--- src/rtl/coo_aggregate_if.sv ---
// coo_aggregate_if
//   Bundles the control and stream signals of the COO aggregation stage.
//   Parameters mirror coo_aggregate and must be overridden identically.
//   Signals:
//     start                          begin aggregation pass
//     in_valid/in_ready              input entry handshake
//     in_row, in_data, in_last       entry payload (lane 0 in LSBs)
//     out_valid/out_ready            aggregated row handshake
//     out_row, out_data, out_last    aggregated row payload (lane 0 in LSBs)
//     done                           pass complete
//   Modports: slave = aggregation stage, master = upstream/downstream driver.
interface coo_aggregate_if #(
    parameter int FM_WM_COLS   = 3,
    parameter int WEIGHT_WIDTH = 16,
    parameter int NUM_OF_NODES = 6,
    parameter int ROW_BW       = $clog2(NUM_OF_NODES),
    parameter int ACC_WIDTH    = WEIGHT_WIDTH + 4
) ();
    logic                               start;
    logic                               in_valid;
    logic                               in_ready;
    logic [ROW_BW-1:0]                  in_row;
    logic [FM_WM_COLS*WEIGHT_WIDTH-1:0] in_data;
    logic                               in_last;
    logic                               out_valid;
    logic                               out_ready;
    logic [ROW_BW-1:0]                  out_row;
    logic [FM_WM_COLS*ACC_WIDTH-1:0]    out_data;
    logic                               out_last;
    logic                               done;

    modport slave (
        input  start, in_valid, in_row, in_data, in_last, out_ready,
        output in_ready, out_valid, out_row, out_data, out_last, done
    );

    modport master (
        output start, in_valid, in_row, in_data, in_last, out_ready,
        input  in_ready, out_valid, out_row, out_data, out_last, done
    );
endinterface

--- src/rtl/coo_aggregate.sv ---
// coo_aggregate
//   Sums consecutive FM x WM rows that share a destination node row and
//   emits one aggregated row per run, flagging the final one and raising
//   done after its handshake.
//   Ports:
//     clk    clock
//     reset  synchronous, active-high reset
//     bus    coo_aggregate_if.slave (start, input stream, output stream, done)
//   Build option:
//     COO_AGG_SAT_EN  defined   -> per-lane adds saturate to ACC_WIDTH range
//                     undefined -> per-lane adds wrap modulo 2^ACC_WIDTH
module coo_aggregate #(
    parameter int FM_WM_COLS   = 3,
    parameter int WEIGHT_WIDTH = 16,
    parameter int NUM_OF_NODES = 6,
    parameter int ROW_BW       = $clog2(NUM_OF_NODES),
    parameter int ACC_WIDTH    = WEIGHT_WIDTH + 4
) (
    input  logic            clk,
    input  logic            reset,
    coo_aggregate_if.slave  bus
);

    localparam int DW = FM_WM_COLS * ACC_WIDTH;

    typedef enum logic [2:0] {IDLE, ACCUM, EMIT, FLUSH_EMIT, DONE} state_t;

    state_t            state_q, state_d;
    logic [DW-1:0]     acc_q, acc_d;
    logic [DW-1:0]     out_reg_q, out_reg_d;
    logic [ROW_BW-1:0] cur_row_q, cur_row_d;
    logic [ROW_BW-1:0] out_row_q, out_row_d;
    logic              have_row_q, have_row_d;
    logic              last_pend_q, last_pend_d;

    logic [DW-1:0]     row_sum;
    logic [DW-1:0]     row_first;
    logic              same_row;

    function automatic logic [ACC_WIDTH-1:0] lane_add(
        input logic [ACC_WIDTH-1:0]    a,
        input logic [WEIGHT_WIDTH-1:0] b
    );
        logic [ACC_WIDTH-1:0] ext;
`ifdef COO_AGG_SAT_EN
        logic [ACC_WIDTH-1:0] s;
`endif
        ext = {{(ACC_WIDTH-WEIGHT_WIDTH){b[WEIGHT_WIDTH-1]}}, b};
`ifdef COO_AGG_SAT_EN
        s = a + ext;
        // Overflow only when both operands share a sign the sum lacks.
        if ((a[ACC_WIDTH-1] == ext[ACC_WIDTH-1]) && (s[ACC_WIDTH-1] != a[ACC_WIDTH-1]))
            return a[ACC_WIDTH-1] ? {1'b1, {(ACC_WIDTH-1){1'b0}}}
                                  : {1'b0, {(ACC_WIDTH-1){1'b1}}};
        return s;
`else
        return a + ext;
`endif
    endfunction

    function automatic logic [DW-1:0] add_row(
        input logic [DW-1:0]                      base,
        input logic [FM_WM_COLS*WEIGHT_WIDTH-1:0] data
    );
        logic [DW-1:0] res;
        res = '0;
        for (int unsigned i = 0; i < FM_WM_COLS; i++)
            res[i*ACC_WIDTH +: ACC_WIDTH] = lane_add(base[i*ACC_WIDTH +: ACC_WIDTH],
                                                     data[i*WEIGHT_WIDTH +: WEIGHT_WIDTH]);
        return res;
    endfunction

    always_comb begin
        row_first = add_row('0, bus.in_data);
        row_sum   = have_row_q ? add_row(acc_q, bus.in_data) : row_first;
        same_row  = !have_row_q || (bus.in_row == cur_row_q);

        state_d     = state_q;
        acc_d       = acc_q;
        out_reg_d   = out_reg_q;
        cur_row_d   = cur_row_q;
        out_row_d   = out_row_q;
        have_row_d  = have_row_q;
        last_pend_d = last_pend_q;

        case (state_q)
            IDLE, DONE: begin
                if (bus.start) begin
                    acc_d       = '0;
                    have_row_d  = 1'b0;
                    last_pend_d = 1'b0;
                    state_d     = ACCUM;
                end
            end
            ACCUM: begin
                if (bus.in_valid) begin
                    if (same_row) begin
                        if (!bus.in_last) begin
                            acc_d      = row_sum;
                            cur_row_d  = bus.in_row;
                            have_row_d = 1'b1;
                        end else begin
                            out_reg_d = row_sum;
                            out_row_d = bus.in_row;
                            state_d   = FLUSH_EMIT;
                        end
                    end else begin
                        // Finished run goes out; the new entry seeds the
                        // accumulator. A last entry here is flushed after.
                        out_reg_d   = acc_q;
                        out_row_d   = cur_row_q;
                        acc_d       = row_first;
                        cur_row_d   = bus.in_row;
                        last_pend_d = bus.in_last;
                        state_d     = EMIT;
                    end
                end
            end
            EMIT: begin
                if (bus.out_ready) begin
                    if (last_pend_q) begin
                        out_reg_d   = acc_q;
                        out_row_d   = cur_row_q;
                        last_pend_d = 1'b0;
                        state_d     = FLUSH_EMIT;
                    end else begin
                        state_d = ACCUM;
                    end
                end
            end
            FLUSH_EMIT: begin
                if (bus.out_ready)
                    state_d = DONE;
            end
            default: state_d = IDLE;
        endcase
    end

    always_ff @(posedge clk) begin
        if (reset) begin
            state_q     <= IDLE;
            acc_q       <= '0;
            out_reg_q   <= '0;
            cur_row_q   <= '0;
            out_row_q   <= '0;
            have_row_q  <= 1'b0;
            last_pend_q <= 1'b0;
        end else begin
            state_q     <= state_d;
            acc_q       <= acc_d;
            out_reg_q   <= out_reg_d;
            cur_row_q   <= cur_row_d;
            out_row_q   <= out_row_d;
            have_row_q  <= have_row_d;
            last_pend_q <= last_pend_d;
        end
    end

    // Outputs are pure decodes of registered state and payload.
    assign bus.in_ready  = (state_q == ACCUM);
    assign bus.out_valid = (state_q == EMIT) || (state_q == FLUSH_EMIT);
    assign bus.out_last  = (state_q == FLUSH_EMIT);
    assign bus.done      = (state_q == DONE);
    assign bus.out_row   = out_row_q;
    assign bus.out_data  = out_reg_q;

endmodule

--- src/flat_wrapper.sv ---
// flat-port wrapper written by rule: the top's interface ports become plain ports
module coo_aggregate_flat 
#(
    parameter int FM_WM_COLS   = 3,
    parameter int WEIGHT_WIDTH = 16,
    parameter int NUM_OF_NODES = 6,
    parameter int ROW_BW       = $clog2(NUM_OF_NODES),
    parameter int ACC_WIDTH    = WEIGHT_WIDTH + 4
)
  (clk, reset, bus_start, bus_in_valid, bus_in_row, bus_in_data, bus_in_last, bus_out_ready, bus_in_ready, bus_out_valid, bus_out_row, bus_out_data, bus_out_last, bus_done);
  coo_aggregate_if #(.FM_WM_COLS(FM_WM_COLS), .WEIGHT_WIDTH(WEIGHT_WIDTH), .NUM_OF_NODES(NUM_OF_NODES), .ROW_BW(ROW_BW), .ACC_WIDTH(ACC_WIDTH)) bus_i ();
  input  logic clk;
  input  logic reset;
  input wire logic [$bits(bus_i.start)-1:0] bus_start;
  input wire logic [$bits(bus_i.in_valid)-1:0] bus_in_valid;
  input wire logic [$bits(bus_i.in_row)-1:0] bus_in_row;
  input wire logic [$bits(bus_i.in_data)-1:0] bus_in_data;
  input wire logic [$bits(bus_i.in_last)-1:0] bus_in_last;
  input wire logic [$bits(bus_i.out_ready)-1:0] bus_out_ready;
  output wire logic [$bits(bus_i.in_ready)-1:0] bus_in_ready;
  output wire logic [$bits(bus_i.out_valid)-1:0] bus_out_valid;
  output wire logic [$bits(bus_i.out_row)-1:0] bus_out_row;
  output wire logic [$bits(bus_i.out_data)-1:0] bus_out_data;
  output wire logic [$bits(bus_i.out_last)-1:0] bus_out_last;
  output wire logic [$bits(bus_i.done)-1:0] bus_done;
  assign bus_i.start = bus_start;
  assign bus_i.in_valid = bus_in_valid;
  assign bus_i.in_row = bus_in_row;
  assign bus_i.in_data = bus_in_data;
  assign bus_i.in_last = bus_in_last;
  assign bus_i.out_ready = bus_out_ready;
  assign bus_in_ready = bus_i.in_ready;
  assign bus_out_valid = bus_i.out_valid;
  assign bus_out_row = bus_i.out_row;
  assign bus_out_data = bus_i.out_data;
  assign bus_out_last = bus_i.out_last;
  assign bus_done = bus_i.done;
  coo_aggregate #(.FM_WM_COLS(FM_WM_COLS), .WEIGHT_WIDTH(WEIGHT_WIDTH), .NUM_OF_NODES(NUM_OF_NODES), .ROW_BW(ROW_BW), .ACC_WIDTH(ACC_WIDTH)) u_core (.clk(clk), .reset(reset), .bus(bus_i));
endmodule
--- config.mk ---
export PLATFORM = sky130hd
export DESIGN_NAME = coo_aggregate_flat
export DESIGN_NICKNAME = d
export VERILOG_FILES = /design/src/rtl/coo_aggregate_if.sv /design/src/rtl/coo_aggregate.sv /design/src/flat_wrapper.sv
export SDC_FILE = /design/constraint.sdc
export NUM_CORES = 1
export LEC_CHECK = 0
export BUFFER_PORTS_ARGS = -buffer_cell sky130_fd_sc_hd__clkbuf_2
export CELL_PAD_IN_SITES_DETAIL_PLACEMENT = 0
export CELL_PAD_IN_SITES_GLOBAL_PLACEMENT = 2
export CORE_MARGIN = 5
export CORE_UTILIZATION = 35
export DETAILED_ROUTE_END_ITERATION = 12
export PLACE_DENSITY = 0.82
export SLEW_MARGIN = 20
export SYNTH_ARGS = -nofsm -noshare
export SYNTH_HDL_FRONTEND = slang
export SYNTH_SLANG_ARGS = --single-unit
--- constraint.sdc ---
create_clock -name clk -period 10.6 [get_ports clk]
set_clock_uncertainty 0.1 [all_clocks]
set_input_delay 2.65 -clock clk [delete_from_list [all_inputs] [get_ports clk]]
set_output_delay 2.65 -clock clk [all_outputs]
set_load 0.02 [all_outputs]
After elaboration in Yosys (flattened, before gate mapping)
Cells that the tools add are included.
{ "totals": {"regBits": 131, "inputBits": 57, "word_cells": 77} }
{ "op_classes": {"add_sub_neg": 3, "eq_ne": 16, "mux": 37, "reduce_logical": 14} }
{ "op_table": {"columns": ["cell", "count"], "rows": [
  ["60-bit two-way mux", 10],
  ["60-bit one-hot mux with 2 select lines", 2],
  ["20-bit adder", 3],
  ["3-bit two-way mux", 13],
  ["5-bit AND reduction", 4],
  ["2-bit inequality test, second input constant", 7],
  ["3-bit one-hot mux with 4 select lines", 1],
  ["1-bit two-way mux", 7],
  ["3-bit by 2-bit equality test with 1-bit output, second input constant", 2],
  ["3-bit inequality test, second input constant", 2],
  ["3-bit one-hot mux with 2 select lines", 1],
  ["2-bit by 1-bit inequality test with 1-bit output, second input constant", 2],
  ["4-bit AND reduction", 1],
  ["2-bit nonzero test", 2],
  ["3-bit by 1-bit equality test with 1-bit output, second input constant", 1],
  ["3-bit equality test", 1],
  ["3-bit equality test, second input constant", 1],
  ["3-bit logical NOT", 1],
  ["1-bit one-hot mux with 3 select lines", 1],
  ["3-bit AND reduction", 1],
  ["3-bit nonzero test", 1],
  ["1-bit logical OR", 2],
  ["2-bit two-way mux", 1],
  ["1-bit one-hot mux with 2 select lines", 1],
  ["2 further kinds", 2]
]} }

Logic depth before layout (Yosys ltp)
Gate-level depths: netlist of run 1.
{ "depth": {"ltp_word": 6, "ltp_mapped": 10, "mapped_depth_nobuf": 10} }

Least setup slack after synthesis of run 1
No wires, ideal clock.
{ "synth_timing": {"path_type": "in2reg", "startpoint": "input port bus_in_data[16]", "endpoint": "register u_core.out_reg_q[38], in the netlist u_core.bus.out_data[38]", "setup_time_ns": 0.095, "arrival_ns": 5.221, "required_ns": 10.405, "path_slack_ns": 5.184, "stages": 10, "n_path_buf": 0, "path_cell_list": "ha_1 > fa_1 > a21o_1 > a21o_4 > a2111oi_4 > o21ai_2 > a31o_2 > a311oi_1 > mux2_2 > a221oi_1"} }
{ "synth_via": {"elab_chain_len": 6} }
{ "synth_lines": {"columns": ["element", "line_no", "source"], "rows": [
  ["start: declaration", "flat_wrapper.sv:17", "input wire logic [$bits(bus_i.in_data)-1:0] bus_in_data;"],
  ["20-bit adder", "coo_aggregate.sv:57", "return a + ext;"],
  ["60-bit two-way mux", "coo_aggregate.sv:75", "row_sum = have_row_q ? add_row(acc_q, bus.in_data) : row_first;"],
  ["60-bit two-way mux", "coo_aggregate.sv:98", "if (!bus.in_last) begin"],
  ["60-bit two-way mux", "coo_aggregate.sv:97", "if (same_row) begin"],
  ["60-bit two-way mux", "coo_aggregate.sv:96", "if (bus.in_valid) begin"],
  ["60-bit one-hot mux with 2 select lines", "coo_aggregate.sv:86", "case (state_q)"],
  ["end signal: assignment", "coo_aggregate.sv:151", "out_reg_q <= out_reg_d;"],
  ["end: declaration", "coo_aggregate.sv:30", "logic [DW-1:0] out_reg_q, out_reg_d;"]
]} }
No other way between the ends. The select of a mux whose other input is x is not followed.
A chain may end at the register's enable or synchronous reset.

Final worst setup path of run 1
Same ends and word-level chain as after synthesis.

==> results of run 1 <==
-- metrics by stage --
stage	hold slack (ps)	setup slack, ps
2_1_floorplan	342	5180
3_3_place_gp	341	4880
3_5_place_dp	344	4870
4_1_cts	356	5280
5_1_grt	372	5160
6_report	353	5270
-- power by group through the flow --
| stage | clock, mW | sequential, mW | combinational, mW |
|---|---|---|---|
| after CTS | 0.626 | 0.705 | 1.33 |
| after global routing | 0.647 | 0.721 | 1.46 |
| after floorplan | 0 | 0.750 | 0.864 |
| after global placement | 0 | 0.714 | 1.33 |
| after detailed placement | 0 | 0.714 | 1.33 |
| final | 0.612 | 0.706 | 1.33 |
-- metal layers --
layer | up-vias | GRT usage [%]
met2 | 219 | 33.9
met3 | 28 | 3.37
met1 | 4278 | 29.1
met5 | - | 0
li1 | 4463 | -
met4 | 0 | 4.44
-- cell usage in the layout, fill, tap and decap left out, types with 8 or more instances in the layout --
master and instances:
inv_1 15, buf_4 18, nand2_1 129, xor2_1 17
o211ai_1 24, and4_1 8, o21bai_1 11, mux2i_1 32
clkbuf_16 18, nor2b_1 13, a21oi_1 111, nand3_1 25
clkbuf_2 122, nor2_1 137, ha_1 57, nor3_1 20
a32oi_1 10, o21ai_1 12, a21o_1 23, and3_1 11
xnor2_1 31, a31oi_1 18, a221oi_1 9, a211oi_1 41
nor4_1 11, o21ai_0 67, dfxtp_1 130
-- Yosys cell counts (all sizes together), types with 3 or more instances --
cell type / number
clkbuf: 66
a2111oi: 4
nand3: 25
nand4: 5
nor4: 11
nor3: 20
nor2: 140
a21o: 25
o311ai: 5
nand2: 129
a21oi: 111
o21bai: 11
and2: 7
a311oi: 7
and4: 8
dfxtp: 131
a22o: 7
ha: 57
or2: 4
mux2i: 32
a211o: 6
o21ai: 82
and3: 12
o31ai: 7
xor2: 17
buf: 12
a221oi: 11
o211ai: 24
inv: 15
xnor2: 31
o41ai: 3
o21a: 7
a22oi: 7
fa: 3
nor2b: 13
a32oi: 10
o22ai: 3
mux2: 5
a21boi: 3
a31oi: 18
nand2b: 7
a211oi: 41
-- cell type report --
cell class / count / area [µm²]
clock buffers: 23 / 499
clock inverters: 9 / 100
fillers: 2710 / 14800
inverters: 15 / 56.3
multi-input cells: 942 / 6050
flip-flops and latches: 131 / 2630
well taps: 330 / 413
repair buffers: 140 / 746
-- sequential cells by signal, summed over array words and instances, names as in the netlist --
signal,count
u_core.cur_row_q,3
u_core.have_row_q,1
u_core.last_pend_q,1
u_core.state_q,3
u_core.bus.out_row,3
u_core.acc_q,60
u_core.bus.out_data,60
-- tightest hold or removal path: stages (launching register included) --
cell     delay, ps
dfxtp_1        310
nand2_1         50
a21oi_1         50
-- path summary, 6_finish.rpt --
path                                         startpoint                       to  slack, ps
worst min register to register  u_core.bus.out_data[25]  u_core.bus.out_data[25]        350
worst max register to register         u_core.acc_q[20]  u_core.bus.out_data[38]       7280
worst min-delay path            u_core.bus.out_data[25]  u_core.bus.out_data[25]        350
worst max-delay path                    bus_in_data[16]  u_core.bus.out_data[38]       5270
-- kinds of logic (layout without fill, tap and decap cells) --
kind of cell	count (synthesis)	in the layout	synth area share, %
compound gates	408	408	29.9
simple gates	389	389	19.4
flops	131	131	29.2
buf+inv	93	187	3.97
fa+ha+maj	60	60	8.61
xor+xnor	48	48	4.68
mux	37	37	4.19
==> reports/results.ini, run 1 <==
[setup_path]
crit_family=compound AO/OA/AOI/OAI gates
cp_max_fo=4
cp.required_ps=10820
slowest_delay_ps=410
cp_slowest_cell=fa_1
arrival_ps=5550
path_cells=clkbuf_2 -> ha_1 -> fa_1 -> a21o_1 -> a21o_4 -> a2111oi_4 -> o21ai_2 -> a31o_2 -> a311oi_1 -> mux2_2 -> a221oi_1
cp.buffers_inverters=1
end_kind=flop
critPathLaunchType=input pin
path_class=input pin to flop
path_depth=11
worstRegToRegCells=10

[logic_synthesis]
ys_ff_latch=131
postSynthAreaPerCell_um2=7.70
seq_area_frac_synth_pct=29.2
synth_edf_count=0
synthesis.area_um2=8980
synth_area_leaders=dfxtp_1 (29%), ha_1 (7.9%), a21oi_1 (6.2%), nor2_1 (5.9%), nand2_1 (5.4%)
synth_top_area_share_pct=29.2
yosysTopAreaCell=dfxtp_1
yosys_warnings=0
synth_ff_type=dfxtp_1
synth_cell_types=72
synth_fp_nets=1283
async_reset_ff_share_pct=0
syn_inst=1166

[clocking]
tritoncts=done
cts_resized=0
numCtsBuffers=17
cts.sinks=131
clk_pin_slew_ps=60
clock_latency_ps=430
cts-root-buf=clkbuf_16
clockBufferDepth=2
postCtsSetupRepairBufs=0
cts_max_level=4
postCtsHoldBufs=0

[timing]
min_period_over_period_pct=50.3
tns_ps=0
fmax_mhz=187
setup_viol=0
finalHoldViolations=0
relSlewSlack_pct=34.2
fin_crit_ps=5330
maxSlewViolCount=0
worst_pin_slew_ps=988
rsz0062_at_grt=no

[power_and_ir_drop]
seqPwrFrac_pct=26.7
power-per-cell-area_nw_per_um2=252
p_leak_nw=4.35
swShare_pct=46.4
clkPwrFrac_pct=23.1
p_total_mw=2.65
vdd_drop_max_v=0.000131
comb_power_share_pct=50.2
internal-power_mw=1.42
p_sw_mw=1.23

[finish]
finalNonFillerCells=1590
post-route-cell-area_um2=10500
syn2layout_area_growth_pct=16.9
antennaDiodeCount=0
drive_gt1_share_pct=15.6
final_util_pct=41.6
fin_nets=1364

[run_status]
status=completed

[routing]
post-route-drc-count=0
drt-met1-wl_um=14900
top_layer_used=met4
vias_per_cell=5.65
routed_wl_um=30500
wl_met3_um=1300
vias=8988
first_iter_violations=619
route.met2.wl_um=13900
wl_per_cell_um=19.2
ant_nets=0
drtPass1Iterations=5

[placed_design]
io_buffers=123
dp.cells=1558
place_hpwl_um=20200
routabilityCongestion=0.845
post_dp_cell_area_um2=9900

[global_route]
antenna_found_initial=0
grt_usage_pct=20.8
grt_pass1_wl_um=48000
grt_max_degree=73
grt_pass1_vias=8650
grt.overflow.total=0

[floorplanning]
rows=58
dieHeight_um=170
dieWidth_um=170
io_pins=124
die_area_um2=29000
start_util_pct=35.6
coreArea_um2=25300

[worst_hold_path]
worstHoldPathCells=2
worst_hold_path_type=flop to flop

[run]
max_cap_viol_count=0

No activity file was read; power rests on OpenSTA's default activity.
==> run 2: changes to the inputs <==
--- a/config.mk
+++ b/config.mk
@@ -9,9 +9,9 @@
 export CELL_PAD_IN_SITES_DETAIL_PLACEMENT = 0
 export CELL_PAD_IN_SITES_GLOBAL_PLACEMENT = 2
 export CORE_MARGIN = 5
-export CORE_UTILIZATION = 35
+export CORE_UTILIZATION = 31
 export DETAILED_ROUTE_END_ITERATION = 12
-export PLACE_DENSITY = 0.82
+export PLACE_DENSITY = 0.77
 export SLEW_MARGIN = 20
 export SYNTH_ARGS = -nofsm -noshare
 export SYNTH_HDL_FRONTEND = slang
==> constraint.sdc (replaced) <==
create_clock -name clk -period 4.87 [get_ports clk]
set_clock_uncertainty 0.1 [all_clocks]
set_input_delay 1.2175 -clock clk [delete_from_list [all_inputs] [get_ports clk]]
set_output_delay 1.2175 -clock clk [all_outputs]
set_load 0.02 [all_outputs]
==> reports/results.ini, run 2 (synthesis results as in run 1) <==
[run_status]
status=completed

[routing]
ant_nets=0  ; unchanged
post-route-drc-count=0  ; unchanged
routed_wl_um=31000  ; +1.4%
wl_per_cell_um=18.7  ; -2.4%
drtPass1Iterations=5  ; unchanged
vias_per_cell=5.39  ; -4.7%
vias=8902  ; -0.96%
first_iter_violations=509  ; -18%

[setup_path]
worstRegToRegCells=10  ; unchanged
arrival_ps=4110  ; -1440 ps
rrSetupSlack_ps=1550  ; -5730 ps
path_class=input pin to flop
r2r_start=u_core.acc_q[20]
critPathLaunchType=input pin
cp.required_ps=5090  ; -5730 ps
r2r-end=u_core.bus.out_data[38]
end_kind=flop
cp_max_fo=4  ; unchanged

[finish]
fill_cells=3035  ; +12%
antennaDiodeCount=0  ; unchanged
drive_gt1_share_pct=16.1  ; +0.53 points
seqCellArea_um2=2630  ; unchanged
multiInputGateArea_um2=6050  ; unchanged
post-route-cell-area_um2=10600  ; +1.4%
final_common_cell=nor2_1
final_util_pct=37.2  ; -4.4 points
mostFrequentLayoutCells=nor2_1 (137), dfxtp_1 (130), nand2_1 (129)
fin_nets=1372  ; +0.59%
syn2layout_area_growth_pct=18.5

[power_and_ir_drop]
p_leak_nw=4.40  ; +1.1%
power-per-cell-area_nw_per_um2=547  ; +120%
vdd_drop_max_v=0.000353  ; +170%
p_total_mw=5.82  ; +120%

[clocking]
cts-root-buf=clkbuf_16
clk_pin_slew_ps=60  ; about the same
cts_max_level=4  ; unchanged
tritoncts=done
cts.sinks=131  ; unchanged
clock_latency_ps=430  ; about the same
clockBufferDepth=2  ; unchanged
numCtsBuffers=17  ; unchanged
postCtsSetupRepairBufs=0  ; unchanged
postCtsHoldBufs=0  ; unchanged
cts_resized=0  ; unchanged

[global_route]
antenna_found_initial=0  ; unchanged
grt_pass1_wl_um=49200  ; +2.5%
grt_usage_pct=18.7  ; -2.1 points
grt.overflow.total=0  ; unchanged
grt_pass1_vias=8715  ; +0.75%
grt_max_degree=73  ; unchanged

[timing]
maxSlewViolCount=0  ; unchanged
tns_ps=0  ; unchanged
rsz0062_at_grt=no
setup_viol=0  ; unchanged
finalHoldViolations=0  ; unchanged
fin_crit_ps=3900
relSlewSlack_pct=49.2  ; +15 points
worst_pin_slew_ps=757  ; -231 ps
fmax_mhz=257
min_period_over_period_pct=80.0

[floorplanning]
dieHeight_um=180  ; +5.9%
die_area_um2=32500  ; +12%
dieWidth_um=180  ; +5.9%
start_util_pct=31.4  ; -4.2 points
io_pins=124  ; unchanged
rows=62  ; +6.9%
coreArea_um2=28600  ; +13%

[run]
max_cap_viol_count=0  ; unchanged

[placed_design]
routabilityCongestion=0.801  ; -5.1%
io_buffers=123  ; unchanged
place_hpwl_um=21000  ; +3.9%
post_dp_cell_area_um2=10000  ; +1.5%

[worst_hold_path]
worstHoldPathCells=2  ; unchanged
hold_start=u_core.bus.out_data[20]
min_to=u_core.bus.out_data[20]
worst_hold_path_type=flop to flop

## run 2: cell count changes in the layout (fill, tap and decap cells not counted)
cell | before | now
buf_4 | 18 | 24
clkinv_4 | 0 | 4
buf_12 | 0 | 2
clkbuf_8 | 3 | 1
clkinv_2 | 5 | 3
clkinvlp_4 | 2 | 1
inv_6 | 0 | 1
## run 2: metal layers
layer / global-route usage (%) / vias to the layer above / wire length [µm]
li1: - / 4487 / -
met1: 25.7 / 4197 / 15200
met2: 29.9 / 190 / 13800
met3: 3.94 / 28 / 1490
met4: 4.87 / 0 / 489
met5: 0 / - / 0
## run 2: worst max path at each step
stage | startpoint | end | slack, ps | depth (start not counted)
finish | bus_in_data[16] | u_core.bus.out_data[38] | 970 | 11
global route | bus_in_data[16] | u_core.bus.out_data[38] | 800 | 11
CTS | bus_in_data[16] | u_core.bus.out_data[38] | 970 | 11
detailed placement | bus_in_data[16] | u_core.bus.out_data[38] | 560 | 11
global placement | bus_in_data[16] | u_core.bus.out_data[38] | 640 | 11
floorplan | bus_in_data[16] | u_core.bus.out_data[38] | 890 | 10
## run 2: area by class of cell
cell class / count / area share (%)
clock inverter: 11 / 1.19
multi-input combinational: 942 / 56.9
clock buffer: 21 / 4.43
timing repair buffer: 148 / 7.80
sequential: 131 / 24.7
inverter: 15 / 0.529
tap: 384 / 4.51
## run 2: critical path, cell delays in order
cell and delay, ps:
clkbuf_2 100, ha_1 230, fa_1 420, a21o_1 190, a21o_4 240, a2111oi_4 390, o21ai_2 100, a31o_2 260
a311oi_1 300, mux2_2 380, a221oi_1 280
## run 2: where the power goes
group	switching [mW]	total (mW)	internal, mW
clock network	0.527	1.33	0.801
logic	1.94	2.93	0.993
registers	0.240	1.56	1.32
total	2.71	5.82	3.11
## run 2: through the flow
stage	std cells	hold slack (ps)	worst slack, ps
floorplan	1166	342	886
global placement	1620	339	637
detailed placement	1620	343	563
CTS	1652	357	966
global route	1652	367	804
finish	1652	354	972
